File: src/rtl/muxn_pkg.sv
// Shared definitions for the muxn_reg channel multiplexer: mode encodings and
// the clog2 helper used to size select/channel index fields.
package muxn_pkg;

  typedef enum logic {
    MODE_FIXED = 1'b0,
    MODE_RR    = 1'b1
  } mode_e;

  // Ceiling log2, with a floor of 1 so an index field is never zero-width.
  function automatic int unsigned clog2(input int unsigned n);
    int unsigned r;
    r = 1;
    for (int unsigned i = 1; i < 32; i++) begin
      if ((32'd1 << i) < n) r = i + 1;
    end
    return r;
  endfunction

endpackage

File: src/rtl/muxn_rr_pick.sv
// Wrap-around first-valid search: returns the first set bit of the valid vector
// at or above the pointer, wrapping from N-1 back to 0.
module muxn_rr_pick
  import muxn_pkg::*;
#(
  parameter int unsigned N  = 4,
  parameter int unsigned SW = clog2(N)
) (
  input  logic [N-1:0]  valid,
  input  logic [SW-1:0] ptr,
  output logic [SW-1:0] grant,
  output logic          any
);

  // Scan offsets 0..N-1 from the pointer; the first hit wins.
  always_comb begin
    logic [SW-1:0] idx;
    grant = '0;
    any   = 1'b0;
    idx   = '0;
    for (int unsigned k = 0; k < N; k++) begin
      idx = SW'((32'(ptr) + k) % N);
      if (!any && valid[idx]) begin
        grant = idx;
        any   = 1'b1;
      end
    end
  end

endmodule

File: src/rtl/muxn_reg.sv
// N-channel registered multiplexer with fixed-select and round-robin modes.
// Optional output parity is enabled by defining MUXN_REG_PARITY_EN.
module muxn_reg
  import muxn_pkg::*;
#(
  parameter int unsigned N = 4,
  parameter int unsigned W = 8,
  localparam int unsigned SW = clog2(N)
) (
  input  logic           inClk,
  input  logic           inRst,
  input  logic [N*W-1:0] inData,
  input  logic [N-1:0]   inValid,
  output logic [N-1:0]   outReady,
  input  logic           inMode,
  input  logic [SW-1:0]  inSel,
  input  logic           inReady,
  output logic           outValid,
  output logic [W-1:0]   outData,
  output logic [SW-1:0]  outChan
`ifdef MUXN_REG_PARITY_EN
  ,
  output logic           outPar
`endif
);

  logic          out_valid_q;
  logic [W-1:0]  out_data_q;
  logic [SW-1:0] out_chan_q;
  logic [SW-1:0] rr_ptr_q;

  logic          load;
  logic          sel_ok;
  logic          grant_valid;
  logic          transfer;
  logic [SW-1:0] grant;
  logic [SW-1:0] rr_grant;
  logic          rr_any;
  logic [SW-1:0] ptr_next;

  muxn_rr_pick #(
    .N  (N),
    .SW (SW)
  ) u_rr_pick (
    .valid (inValid),
    .ptr   (rr_ptr_q),
    .grant (rr_grant),
    .any   (rr_any)
  );

  // Grant selection and the combinational accept strobe for the granted channel.
  always_comb begin
    load        = !out_valid_q || inReady;
    sel_ok      = (32'(inSel) < N);
    grant       = '0;
    grant_valid = 1'b0;
    if (inMode == MODE_RR) begin
      grant       = rr_grant;
      grant_valid = rr_any;
    end else if (sel_ok) begin
      grant       = inSel;
      grant_valid = inValid[inSel];
    end
    transfer = !inRst && load && grant_valid;
    outReady = '0;
    if (transfer) outReady[grant] = 1'b1;
    ptr_next = (32'(grant) == N - 1) ? '0 : grant + SW'(1);
  end

  // Output register stage and round-robin pointer.
  always_ff @(posedge inClk) begin
    if (inRst) begin
      out_valid_q <= 1'b0;
      out_data_q  <= '0;
      out_chan_q  <= '0;
      rr_ptr_q    <= '0;
    end else if (load) begin
      // A load cycle with no grant empties the register but keeps stale data.
      out_valid_q <= transfer;
      if (transfer) begin
        out_data_q <= inData[grant*W +: W];
        out_chan_q <= grant;
        if (inMode == MODE_RR) rr_ptr_q <= ptr_next;
      end
    end
  end

`ifdef MUXN_REG_PARITY_EN
  logic par_q;

  // Parity tracks exactly what is loaded into the data register.
  always_ff @(posedge inClk) begin
    if (inRst) begin
      par_q <= 1'b0;
    end else if (transfer) begin
      par_q <= ^inData[grant*W +: W];
    end
  end

  assign outPar = par_q;
`endif

  assign outValid = out_valid_q;
  assign outData  = out_data_q;
  assign outChan  = out_chan_q;

endmodule
File: config.mk
export PLATFORM = sky130hd
export DESIGN_NAME = muxn_reg
export DESIGN_NICKNAME = d
export VERILOG_FILES = /design/src/rtl/muxn_pkg.sv /design/src/rtl/muxn_rr_pick.sv /design/src/rtl/muxn_reg.sv
export SDC_FILE = /design/constraint.sdc
export NUM_CORES = 1
export LEC_CHECK = 0
export CORE_UTILIZATION = 39
export CTS_CLUSTER_DIAMETER = 50
export DETAILED_ROUTE_END_ITERATION = 16
export PLACE_DENSITY = 0.84
export SETUP_SLACK_MARGIN = 0.2
export SLEW_MARGIN = 30
export SYNTH_ARGS = -nofsm -noshare
export SYNTH_HDL_FRONTEND = slang
export SYNTH_SLANG_ARGS = --single-unit
File: constraint.sdc
create_clock -name inClk -period 2.5 [get_ports inClk]
set_input_delay 0.625 -clock inClk [delete_from_list [all_inputs] [get_ports inClk]]
set_output_delay 0.625 -clock inClk [all_outputs]
set_load 0.02 [all_outputs]
## Word-level counts from Yosys, hierarchy flattened

Index checks and enable logic that the tools add are counted.

| word-level totals | value |
|---|---|
| word-level logic and storage cells | 55 |
| input port bits | 42 |
| bits in registers | 13 |
| output and inout port bits | 15 |

| operators by class | value |
|---|---|
| muxes and demuxes | 24 |
| $lt $le $gt $ge | 7 |
| add/subtract/negate cells | 4 |
| reductions and logical operators | 14 |
| equal/unequal tests | 1 |
| shifts and indexed selects | 1 |

Operator list:

| cell | number |
|---|---|
| $shiftx 32x6->8 | 1 |
| $lt 2x3->1 const B | 6 |
| $mux 2 | 6 |
| $mux 1 | 11 |
| $bmux 1 s2 | 5 |
| $logic_and 1x1->1 | 6 |
| $logic_not 1->1 | 5 |
| $add 2x1->2 const B | 2 |
| $add 2x2->2 const B | 2 |
| $mux 4 | 1 |
| $reduce_and 3->1 | 1 |
| $demux 1 s2 | 1 |
| $eq 2x2->1 const B | 1 |
| $ge 2x1->1 const B | 1 |
| $reduce_and 2->1 | 1 |
| $logic_or 1x1->1 | 1 |

## Depth between registers and ports, before layout

Gate-level depths: netlist of the first run.

| depth | value |
|---|---|
| depth after elaboration | 18 |
| depth in mapped cells | 8 |
| depth with buffers taken out | 6 |

## By module

From an unflattened synthesis of the first run, not the netlist that was laid out.

| unflattened totals | value |
|---|---|
| cell total of the unflattened synthesis | 118 |
| area, all modules | 1,011.0 µm² |

Modules (own cells, without submodules):

| module | sequential area each (µm²) | cells each | instances | area each (µm²) |
|---|---|---|---|---|
| muxn_reg | 260.2 | 103 | 1 | 933.4 |
| muxn_rr_pick | 0.0 | 15 | 1 | 77.6 |

## Worst setup path before layout of the first run

Ideal clock, no wire load.

| timing | value |
|---|---|
| path type | input-to-output |
| from | in inSel[0] |
| to | out outReady[0] |
| cell stages on the path | 5 |
| setup slack | -0.218 ns |
| arrival time | 2.093 ns |
| required time | 1.875 ns |
| path through | mux4_2 > nand2b_1 > a21oi_1 > nand2b_1 > nor4_1 |

| between the ends | value |
|---|---|
| longest elaborated chain between the ends | 6 |

RTL lines:

| element | RTL line | source |
|---|---|---|
| start, declared | muxn_reg.sv:16 | `input logic [SW-1:0] inSel,` |
| $mux 2 | muxn_reg.sv:57 | `if (inMode == MODE_RR) begin` |
| $lt 2x3->1 (not written as such) or $ge 2x1->1 (tied branches) | muxn_reg.sv:66 | `if (transfer) outReady[grant] = 1'b1;` |
| $logic_and 1x1->1 (not written as such) | muxn_reg.sv:66 |  |
| $mux 1 (not written as such) | muxn_reg.sv:66 |  |
| $demux 1 s2 | muxn_reg.sv:66 |  |
| $mux 4 (*) | muxn_reg.sv:66 |  |
| end, declared | muxn_reg.sv:14 | `output logic [N-1:0] outReady,` |

Mark *: on every way between the ends. The rest lies on a longest branch, timed or not. The select of a mux whose other input is x is not followed.

## Worst setup path after layout of the first run

| timing | value |
|---|---|
| from | in inValid[0] |
| to | out outReady[2] |

| between the ends | value |
|---|---|
| longest elaborated chain between the ends | 18 |

RTL lines:

| element | RTL line | source |
|---|---|---|
| start, declared | muxn_reg.sv:13 | `input logic [N-1:0] inValid,` |
| $bmux 1 s2 | muxn_rr_pick.sv:23 | `if (!any && valid[idx]) begin` |
| $mux 1 (not written as such) | muxn_rr_pick.sv:23 |  |
| $mux 1 | muxn_rr_pick.sv:23 |  |
| $logic_not 1->1 | muxn_rr_pick.sv:23 |  |
| $logic_and 1x1->1 | muxn_rr_pick.sv:23 |  |
| $mux 1 | muxn_rr_pick.sv:23 |  |
| $logic_not 1->1 | muxn_rr_pick.sv:23 |  |
| $logic_and 1x1->1 | muxn_rr_pick.sv:23 |  |
| [2 not listed] | - |  |
| $logic_and 1x1->1 | muxn_rr_pick.sv:23 |  |
| $mux 2 | muxn_rr_pick.sv:23 |  |
| $mux 2 | muxn_reg.sv:57 |  |
| $lt 2x3->1 (not written as such) or $ge 2x1->1 (tied branches) | muxn_reg.sv:66 |  |
| $logic_and 1x1->1 (not written as such) | muxn_reg.sv:66 |  |
| $mux 1 (not written as such) | muxn_reg.sv:66 |  |
| $demux 1 s2 | muxn_reg.sv:66 |  |
| $mux 4 (*) | muxn_reg.sv:66 |  |

Marked as above.

==> impl_results.md, run 1 <==
* Status: finished with violations
* Failing checks: setup timing
* Tightest Hold Check Type: reg2reg
* Final WS setup at -0.0229 ns
* Non-filler instance count after layout at 237
* # placed instances at 225
* Fill cells at 176
* Hpwl dp at 2.77 mm
* Worst slack, placed at -0.957 ns
* Clock root buffer: clkbuf_4
* Vias at 1,312
* Register area share after synthesis at 24.7%
* Clk sink count at 13
* Final Setup Violations at 2
* Num CTS Buffers at 3
* FF+latch count, synth at 13
* Fin. max-slew vios at 0
* Antenna violations before repair at 0
* Average vias per placed instance at 5.54
* Final worst path period need at 2.52 ns
* DRT Wirelength at 3.59 mm
* Worst-Margin Slew at 0.409 ns
* First-pass GRT wire length at 5.29 mm
* Post-Synthesis Cells at 119
* Crit path from: inValid[0]
* Fmax at 0.396 GHz
* Skew final at 0.00623 ns
* I/O pin cnt at 57
* P&R area growth vs syn at 90.3%
* Clk slew on worst S/H paths at 0.08 ns
* H-tree depth at 1
* RD Place Congestion at 0.842
* Worst path required time at 1.88 ns
* Max transition margin at 72.8%
* Post-Syn Nets at 161
* Maximum vdd drop at 0.397 mV
* Number of detailed-route iterations in the first pass at 4
* Cell variety after synth at 44
* Number of port buffers at 56
* Tcrit/Tclk final at 101%
* Grt total ovfl at 0
* Nets at 250
* CP max FO at 5
* WP data arrival at 1.90 ns
* Worst-skew pair later-pin latency at 0.28 ns
* FP Rows at 18
* Die area at 2920 sq um
* Syn Area/Cell at 8.86 sq um
* Max-cap violations at 0
* Hold Vio Cnt, Final at 0
* Setup crit end kind: primary output
* Antenna Nets Post-Route at 0
* Maximum clock path buffer count at 2
* Initial Util at 41.8%
* Startpoint class of the critical path: input port
* Worst reg2reg startpoint: rr_ptr_q[0]
* Die X at 54.0 microns
* Core area at 2520 sq um
* Diode count at 0
* Detailed-route DRC error count at 0
* Post-Synthesis Cell Area at 1050 sq um
* Area occupied by multi-input gates at 826 sq um
* Largest net degree at the start of global routing at 12
* Leak Pwr at 0.832 nW
* WL/cell at 15.1 microns
* Ys Warns at 0
* Vias in the first global route at 1,303
* GRT Resource Usage Total at 25.4%
* Share of cells above drive strength 1 at 39.1%
* Kind of critical path: in2out
* Min-delay src: outChan[1]
* Most common cell after layout, fill and taps aside: clkdlybuf4s50_1
* Detailed Route Iter0 Violations at 20
* Power Dens Cells at 399 nW/um^2
* Commonest cells after routing, fill and taps aside: clkdlybuf4s50_1 (45), buf_4 (32), dfxtp_1 (12)
* CTS tree: built
* RSZ-0062 raised after global routing: true
* Die Span Y at 54.0 microns
* Register Area at 262 sq um
* Setup TNS at -0.0330 ns
## worst paths after layout
check | slack (ns) | end | cells after the start
max reg2reg | 0.39 | outData[7] | 9
min | 0.51 | outChan[1] | 2
min reg2reg | 0.51 | outChan[1] | 2
max | -0.02 | outReady[2] | 7
## worst max-delay path, cell delays in order
cell and delay (ns):
buf_8 0.10, buf_6 0.11, mux4_2 0.50, nand2b_4 0.12
a211oi_4 0.07, and4b_1 0.23, buf_6 0.14
## power by group
part | leakage [nW] | internal [mW] | switching [mW]
logic | 0.709 | 0.234 | 0.186
clock network | 0.0150 | 0.0620 | 0.0701
registers | 0.108 | 0.234 | 0.0157
total | 0.832 | 0.530 | 0.272
## cells by family (layout without fill, tap and decap cells)
kind of cell | count (synthesis) | after routing | synth area share, %
AND/OR/NAND/NOR | 45 | 45 | 24.1
AO/OA/AOI/OAI | 42 | 42 | 36.7
flip-flops | 13 | 13 | 24.7
buffers and inverters | 11 | 99 | 5.93
multiplexers | 7 | 7 | 7.83
XOR/XNOR | 1 | 1 | 0.831
## per-layer routing
| metal | vias to the layer above | global-route usage, % | share of wire [%] |
|---|---|---|---|
| met4 | 0 | 14.5 | 3.5 |
| met3 | 11 | 6.21 | 9.1 |
| met2 | 73 | 46.1 | 49 |
| li1 | 637 | - | - |
| met5 | - | 0 | 0 |
| met1 | 591 | 26.3 | 39 |
## sequential cells by signal, indices dropped and copies added (netlist names)
register	count
outChan	2
outValid	1
outData	8
rr_ptr_q	2
## synth_stat cells (all sizes together)
master	number	area share (%)
o221ai	1	0.83
a311oi	3	2.5
mux4	1	2.1
a31o	2	1.7
o221a	1	1.1
mux2i	6	5.7
nor2	12	5.0
o21ai	1	0.47
a31oi	6	3.6
or3	2	1.7
xor2	1	0.83
o211ai	5	5.9
o2111ai	3	2.5
nor3	3	1.9
o21ba	1	0.95
nor3b	5	3.6
nand3	1	0.47
o211a	2	2.6
nor2b	5	3.0
o21bai	1	0.71
nand2	9	3.2
o31ai	3	2.6
dfxtp	13	25
buf	5	3.8
o41ai	1	1.5
and4b	1	0.95
nor4	1	0.59
a21oi	6	4.6
inv	3	1.1
nand2b	3	2.0
a211oi	3	2.6
clkbuf	3	1.1
a22o	3	2.5
nand4	3	1.8
## metrics by stage
step | power [mW] | area, sq um | hold WS (ns) | utilization (%)
final | 0.801 | 2010 | 0.507 | 79.6
after global routing | 0.843 | 2010 | 0.534 | 79.6
after CTS | 0.793 | 1970 | 0.512 | 78.1
after detailed placement | 0.639 | 1860 | 0.498 | 73.9
after global placement | 0.628 | 1860 | 0.489 | 73.9
after floorplan | 0.447 | 1110 | 0.540 | -
## cell type report
class	instances	share of cell area [%]
multi-input combinational	95	41.1
sequential	13	13.0
tap	30	1.87
clock buffer	4	1.31
timing repair buffer	92	42.1
inverter	3	0.561
## what timing repair did
action	4_1_cts	5_1_grt
pin swaps	10	8
setup buffers	6	2
resized for setup	62	8
hold buffers	0	0
endpoints found under the setup margin	13	5
No activity file was read; power rests on OpenSTA's default activity.
==> run 2: changes to the inputs <==
==> constraint.sdc (replaced) <==
create_clock -name inClk -period 2.6 [get_ports inClk]
set_input_delay 0.65 -clock inClk [delete_from_list [all_inputs] [get_ports inClk]]
set_output_delay 0.65 -clock inClk [all_outputs]
set_load 0.02 [all_outputs]
==> run 2 against run 1 <==
The run now ends clean. Worst hold slack improved by 0.0021 ns. Die area did not move. Via count fell by 0.99%. Sequential power fell by 4%. Final area fell by 2.2%. First-iteration DRC count fell by 5.0%. Clock skew fell by 0.0026 ns. Sequential share of layout area rose by 0.24 points. Critical path depth rose by 1. Critical path type unchanged. Wire length rose by 0.89%.
==> impl_results.md, run 2 (synthesis gave the netlist of run 1 again) <==
* Crit path cell chain: buf_8, o21ba_4, or3_4, o211a_4, buf_4, nor2_4, nor3_4, buf_6
* Vias at 1,299 (-0.99%)
* Kind of critical path: in2out
* Final worst path period need at 2.57 ns
* Fin. max-slew vios at 0 (unchanged)
* Antenna violations before repair at 0 (unchanged)
* I/O pin cnt at 57 (unchanged)
* FP Rows at 18 (unchanged)
* Max-cap violations at 0 (unchanged)
* Number of detailed-route iterations in the first pass at 4 (unchanged)
* Crit-path leading delay family: simple AND/OR/NAND/NOR gates
* Clk sink count at 13 (unchanged)
* Power Dens Cells at 388 nW/um^2 (-2.9%)
* Worst-skew pair later-pin latency at 0.27 ns (about the same)
* Clock network power share at 16.7% (+0.2 points)
* Leak Pwr at 0.807 nW (-3.0%)
* CP max FO at 6 (+1)
* WP data arrival at 1.92 ns (+0.02 ns)
* Antenna Nets Post-Route at 0 (unchanged)
* Status: completed
* Max transition margin at 72.6% (-0.12 points)
* Setup crit end kind: primary output
* Final Setup Violations at 0 (-2)
* GRT Resource Usage Total at 26.4% (+0.96 points)
* Core area at 2520 sq um (unchanged)
* Commonest cells after routing, fill and taps aside: clkdlybuf4s50_1 (45), buf_4 (31), dfxtp_1 (13)
* Worst R2R Setup Slack at 0.42 ns (+0.03 ns)
* Nets at 246 (-1.6%)
* Worst path required time at 1.95 ns (+0.07 ns)
* Die X at 54.0 microns (unchanged)
* First-pass GRT wire length at 5.60 mm (+5.9%)
* Grt total ovfl at 0 (unchanged)
* Startpoint class of the critical path: input port
* Clock root buffer: clkbuf_4
* CP max stage cell: or3_4
* Internal power at 0.500 mW (-5.5%)
* Buffers plus inverters on the worst setup path at 3 (unchanged)
* Area occupied by multi-input gates at 815 sq um (-1.4%)
* Detailed Route Iter0 Violations at 19 (-5.0%)
* Sw Ratio at 34.2% (+0.25 points)
* Maximum clock path buffer count at 2 (unchanged)
* WL/cell at 15.5 microns (+2.6%)
* Skew final at 0.00358 ns (-0.00264 ns)
* Gate power share at 51.8% (-0.6 points)
* Register Area at 260 sq um (-0.48%)
* Tcrit/Tclk final at 98.9%
* Initial Util at 41.8% (unchanged)
* RSZ-0062 raised after global routing: true
* Hpwl dp at 2.67 mm (-3.3%)
* Critical Path Max Stage Delay at 0.33 ns (-0.17 ns)
* Clk slew on worst S/H paths at 0.08 ns (about the same)
* Power share of the sequential group at 31.5% (+0.3 points)
* Worst-Margin Slew at 0.407 ns (-0.00128 ns)
* Largest net degree at the start of global routing at 13 (+1)
* Maximum vdd drop at 0.501 mV (+26%)
* Fill cells at 172 (-2.3%)
* Diode count at 0 (unchanged)
* Worst slack, placed at -0.913 ns (+0.0443 ns)
* H-tree depth at 1 (unchanged)
* Share of cells above drive strength 1 at 37.9% (-1.2 points)
* CTS tree: built
* Hold_buf cts at 0 (unchanged)
* DRT Wirelength at 3.62 mm (+0.89%)
* Vias in the first global route at 1,329 (+2.0%)
* Non-filler instance count after layout at 233 (-1.7%)
* Num CTS Buffers at 3 (unchanged)
* Tightest Hold Check Type: reg2reg
* Max reg flops at 8 (unchanged)
* # placed instances at 221 (-1.8%)
* Most common cell after layout, fill and taps aside: clkdlybuf4s50_1
* Final WS setup at 0.0277 ns (+0.0506 ns)
* P&R area growth vs syn at 86.0%
* Hold Vio Cnt, Final at 0 (unchanged)
* Switching Power at 0.260 mW (-4.4%)
* Detailed-route DRC error count at 0 (unchanged)
* Fmax at 0.389 GHz
* Util after Layout at 77.8% (-1.8 points)
* Number of port buffers at 56 (unchanged)
* Die area at 2920 sq um (unchanged)
* Die Span Y at 54.0 microns (unchanged)
* Average vias per placed instance at 5.58 (+0.71%)
* RD Place Congestion at 0.741 (-12%)
[run 2: changes by cell type in the layout (fill, tap and decap cells not counted), sizes merged]
cell,previous run,this run
buf,45,41
clkbuf,5,4
clkdlybuf4s15,1,2
[run 2: what timing repair did]
action,CTS,global route
buffers inserted,4,4
gates cloned,0,0
endpoints found under the hold margin,0,0
gates resized for setup,63,4
pin swaps,8,6
setup endpoints to repair,13,4
[run 2: area by class of cell]
class,instances,share of cell area (%)
repair buffers,88,41.4
well taps,30,1.91
flip-flops and latches,13,13.3
multi-input cells,95,41.5
clock buffers,4,1.34
inverters,3,0.574
[run 2: power by group through the flow]
stage | clock (mW) | sequential (mW) | combinational, mW
final | 0.127 | 0.240 | 0.394
after global routing | 0.142 | 0.242 | 0.420
after CTS | 0.132 | 0.239 | 0.381
after detailed placement | 0 | 0.243 | 0.365
after global placement | 0 | 0.242 | 0.356
after floorplan | 0 | 0.270 | 0.158
[run 2: final timing paths]
check / start / to / cells past startpoint
worst max-delay path: inValid[2] / outReady[1] / 8
worst min-delay path: outChan[0] / outChan[0] / 2
worst max register to register: rr_ptr_q[0] / outData[4] / 9
worst min register to register: outChan[0] / outChan[0] / 2
[run 2: metal layers]
metal  up-vias  share of wire [%]  wire, microns  GRT usage [%]
met2        61                 51           1860           49.0
li1        635                  -              -              -
met3         4                9.1            329           7.63
met4         0                1.2             45           9.83
met1       599                 38           1390           27.7
met5         -                  0              0              0
[run 2: through the flow]
| stage | setup TNS, ns | power, mW | hold WS (ns) | cell area (sq um) |
|---|---|---|---|---|
| 2_1_floorplan | 0 | 0.429 | 0.540 | 1110 |
| 3_3_place_gp | -3.89 | 0.598 | 0.489 | 1830 |
| 3_5_place_dp | -4.72 | 0.608 | 0.503 | 1830 |
| 4_1_cts | -0.00130 | 0.752 | 0.515 | 1920 |
| 5_1_grt | 0 | 0.803 | 0.531 | 1960 |
| 6_report | 0 | 0.760 | 0.509 | 1960 |
[run 2: worst reg2reg max path, delay by kind of cell, from the launching register on]
family | cells | cell delay [ns]
AND/OR/NAND/NOR | 2 | 0.45
multiplexers | 1 | 0.24
AO/OA/AOI/OAI | 3 | 0.46
buffers and inverters | 3 | 0.47
flip-flops | 1 | 0.44
==> run 3: changes to the inputs <==
--- a/config.mk
+++ b/config.mk
@@ -5,12 +5,14 @@
 export SDC_FILE = /design/constraint.sdc
 export NUM_CORES = 1
 export LEC_CHECK = 0
-export CORE_UTILIZATION = 39
+export CORE_UTILIZATION = 38
 export CTS_CLUSTER_DIAMETER = 50
 export DETAILED_ROUTE_END_ITERATION = 16
+export MAX_ROUTING_LAYER = met4
 export PLACE_DENSITY = 0.84
 export SETUP_SLACK_MARGIN = 0.2
 export SLEW_MARGIN = 30
 export SYNTH_ARGS = -nofsm -noshare
 export SYNTH_HDL_FRONTEND = slang
+export SYNTH_HIERARCHICAL = 1
 export SYNTH_SLANG_ARGS = --single-unit
==> constraint.sdc (replaced) <==
create_clock -name inClk -period 2.6 [get_ports inClk]
set_input_delay 0.65 -clock inClk [delete_from_list [all_inputs] [get_ports inClk]]
set_output_delay 0.65 -clock inClk [all_outputs]
set_load 0.01 [all_outputs]
==> run 3 against run 2 <==
Via count shrank 6.8%. Critical path type unchanged. Cell count is the same. Sequential share of layout area fell by 0.33 points. Area after synthesis shrank 4.2%.
==> impl_results.md, run 3 <==
* Max reg flops at 8 (unchanged)
* WP data arrival at 1.95 ns (+0.03 ns)
* Commonest cells in the netlist: o21ai_0 (22), mux2i_1 (17), dfxtp_1 (13)
* Final WS setup at 0.00404 ns (-0.0237 ns)
* Kind of critical path: in2out
* DRT Wirelength at 3.61 mm (-0.25%)
* CTS tree: built
* Crit path cell chain: buf_8, mux2_4, a222oi_1, nor2_1, and2_1, buf_2
* Non-filler instance count after layout at 233 (unchanged)
* Syn Area/Cell at 8.57 sq um (-3.3%)
* Fill cells at 152 (-12%)
* Worst-Margin Slew at 0.457 ns (+0.0498 ns)
* Power Dens Cells at 367 nW/um^2 (-5.2%)
* Detailed-route DRC error count at 0 (unchanged)
* Skew final at 0.00356 ns (-0.0000216 ns)
* P&R area growth vs syn at 100%
* Number of flops mapped to enable cells by yosys at 0 (unchanged)
* # placed instances at 210 (-5.0%)
* Clk slew on worst S/H paths at 0.08 ns (about the same)
* Crit-path leading delay family: compound AO/OA/AOI/OAI gates
* Fmax at 0.385 GHz (-0.91%)
* Leading area contributor after synthesis: dfxtp_1
* Maximum clock path buffer count at 2 (unchanged)
* Fin. max-slew vios at 0 (unchanged)
* Startpoint class of the critical path: input port
* CP max FO at 4 (-2)
* Ranking of synthesized cells by area: dfxtp_1 (26%), mux2i_1 (17%), o21ai_0 (11%)
* Dominant cell by count in the synthesized netlist: o21ai_0
* Clock root buffer: clkbuf_4
* Buffers plus inverters on the worst setup path at 2 (-1)
* Worst-skew pair later-pin latency at 0.27 ns (about the same)
* Antenna Nets Post-Route at 0 (unchanged)
* Final Setup Violations at 0 (unchanged)
* Worst slack, placed at -0.846 ns (+0.0675 ns)
* GRT Resource Usage Total at 25.3% (-1.1 points)
* Post-Synthesis Cells at 118 (-0.84%)
* CP max stage cell: a222oi_1
* Clk sink count at 13 (unchanged)
* Commonest cells after routing, fill and taps aside: clkdlybuf4s50_1 (45), buf_4 (19), mux2i_1 (17)
* Hold Slack at 0.549 ns (+0.0404 ns)
* Vias at 1,211 (-6.8%)
* Number of detailed-route iterations in the first pass at 4 (unchanged)
* Yosys top cell area share at 25.7% (+1.1 points)
* Die area at 2870 sq um (-1.6%)
* WL/cell at 15.5 microns (-0.25%)
* Tightest Hold Check Type: reg2reg
* Die X at 53.6 microns (-0.79%)
* Area occupied by multi-input gates at 815 sq um (unchanged)
* Util after Layout at 80.9% (+3.1 points)
* Mux cell area share after synthesis at 28.0% (+20 points)
* Ys Warns at 6 (+6)
* RD Place Congestion at 0.800 (+7.9%)
* Nets at 250 (+1.6%)
* Post-Synth Adder-Cell Area at 4.95% (+5.0 points)
* H-tree depth at 1 (unchanged)
* Post-Synthesis Cell Area at 1010 sq um (-4.2%)
* Xor/xnor share of the synthesized area at 0% (-0.83 points)
* Top FF cell, synth: dfxtp_1
* Average vias per placed instance at 5.20 (-6.8%)
* Status: completed
* Setup crit end kind: primary output
* Num CTS Buffers at 3 (unchanged)
* Post-Syn Nets at 164 (+1.9%)
* Antenna violations before repair at 0 (unchanged)
* Final worst path period need at 2.60 ns (+0.0237 ns)
* Cell variety after synth at 29 (-34%)
* Max transition margin at 69.5% (-3.1 points)
* Number of port buffers at 56 (unchanged)
* Most common cell after layout, fill and taps aside: clkdlybuf4s50_1
* Detailed Route Iter0 Violations at 26 (+7)
* Post-synth ARST share at 0% (unchanged)
* First-pass GRT wire length at 4.99 mm (-11%)
* RSZ-0062 raised after global routing: true
* Hold Vio Cnt, Final at 0 (unchanged)
* Leak Pwr at 0.852 nW (+5.6%)
* Vias in the first global route at 1,190 (-10%)
* Register Area at 262 sq um (+0.48%)
* Initial Util at 40.4% (-1.4 points)
* FF+latch count, synth at 13 (unchanged)
* Post-synthesis simple-gate area fraction at 15.7% (-8.4 points)
* Diode count at 0 (unchanged)
* Tcrit/Tclk final at 99.8% (+0.91 points)
* Core area at 2500 sq um (-0.89%)
* Maximum vdd drop at 0.537 mV (+7.1%)
* Register area share after synthesis at 25.7% (+1.1 points)
* Largest family of logic cells by synthesized area: multiplexers
* Worst path required time at 1.95 ns (about the same)
* Overall power at 0.743 mW (-2.3%)
* Hpwl dp at 2.31 mm (-14%)
* Share of cells above drive strength 1 at 43.3% (+5.4 points)
* Grt total ovfl at 0 (unchanged)
* Die Span Y at 53.6 microns (-0.79%)
* I/O pin cnt at 57 (unchanged)
* Critical Path Max Stage Delay at 0.42 ns (+0.09 ns)
* Compound-Gate Fraction of Synth Area at 18.9% (-18 points)
* Largest net degree at the start of global routing at 17 (+4)
* FP Rows at 18 (unchanged)
* Max-cap violations at 0 (unchanged)
## run 3: area by class of cell
cell class              instances  area share (%)
repair buffers                 86            41.9
multi-input cells              92            40.3
flip-flops and latches         13            12.9
well taps                      30            1.86
inverters                       8            1.73
clock buffers                   4            1.30
## run 3: cell families after synthesis
| kind of cell | after synthesis |
|---|---|
| DFF | 13 |
| buffers and inverters | 14 |
| AOI/OAI and AO/OA | 34 |
| and+or+nand+nor | 26 |
| adders and majority gates | 4 |
| muxes | 27 |
## run 3: through the flow
step	cell area [sq um]	setup TNS (ns)
after floorplan	1060	0
after global placement	1700	-4.28
after detailed placement	1700	-5.50
after CTS	1890	0
after global routing	2020	-0.0249
final	2020	0
## run 3: worst min-delay path: cells and delay by family (launching register included)
kind | cells | cell delay, ns
flip-flops | 1 | 0.36
AO/OA/AOI/OAI | 2 | 0.15
## run 3: report_power, final
part / switching [mW] / internal (mW) / leakage (nW) / total (mW)
clock: 0.0633 / 0.0594 / 0.0150 / 0.123
combinational: 0.152 / 0.233 / 0.730 / 0.385
sequential: 0.0135 / 0.222 / 0.108 / 0.235
total: 0.229 / 0.514 / 0.852 / 0.743
## run 3: worst paths after layout
path                             startpoint          end  slack (ns)  depth (start not counted)
worst max-delay path               inSel[1]  outReady[2]       0.004                          6
worst min-delay path            rr_ptr_q[1]  rr_ptr_q[1]        0.55                          2
worst max register to register  rr_ptr_q[0]   outData[3]        0.29                         11
worst min register to register  rr_ptr_q[1]  rr_ptr_q[1]        0.55                          2
## run 3: metal layers
layer  GRT usage, %  vias up  share of wire (%)
li1               -      592                  -
met1           23.8      556                 38
met2           49.4       53                 55
met3           5.37       10                4.9
met4           9.21        0                2.1
met5              -        -                  0
## run 3: what timing repair did
action / CTS / global route
setup endpoints to repair: 14 / 15
gates resized for setup: 78 / 29
hold buffers: 0 / 0
buffers inserted: 15 / 2
cloned: 1 / 1
pin swaps: 19 / 13
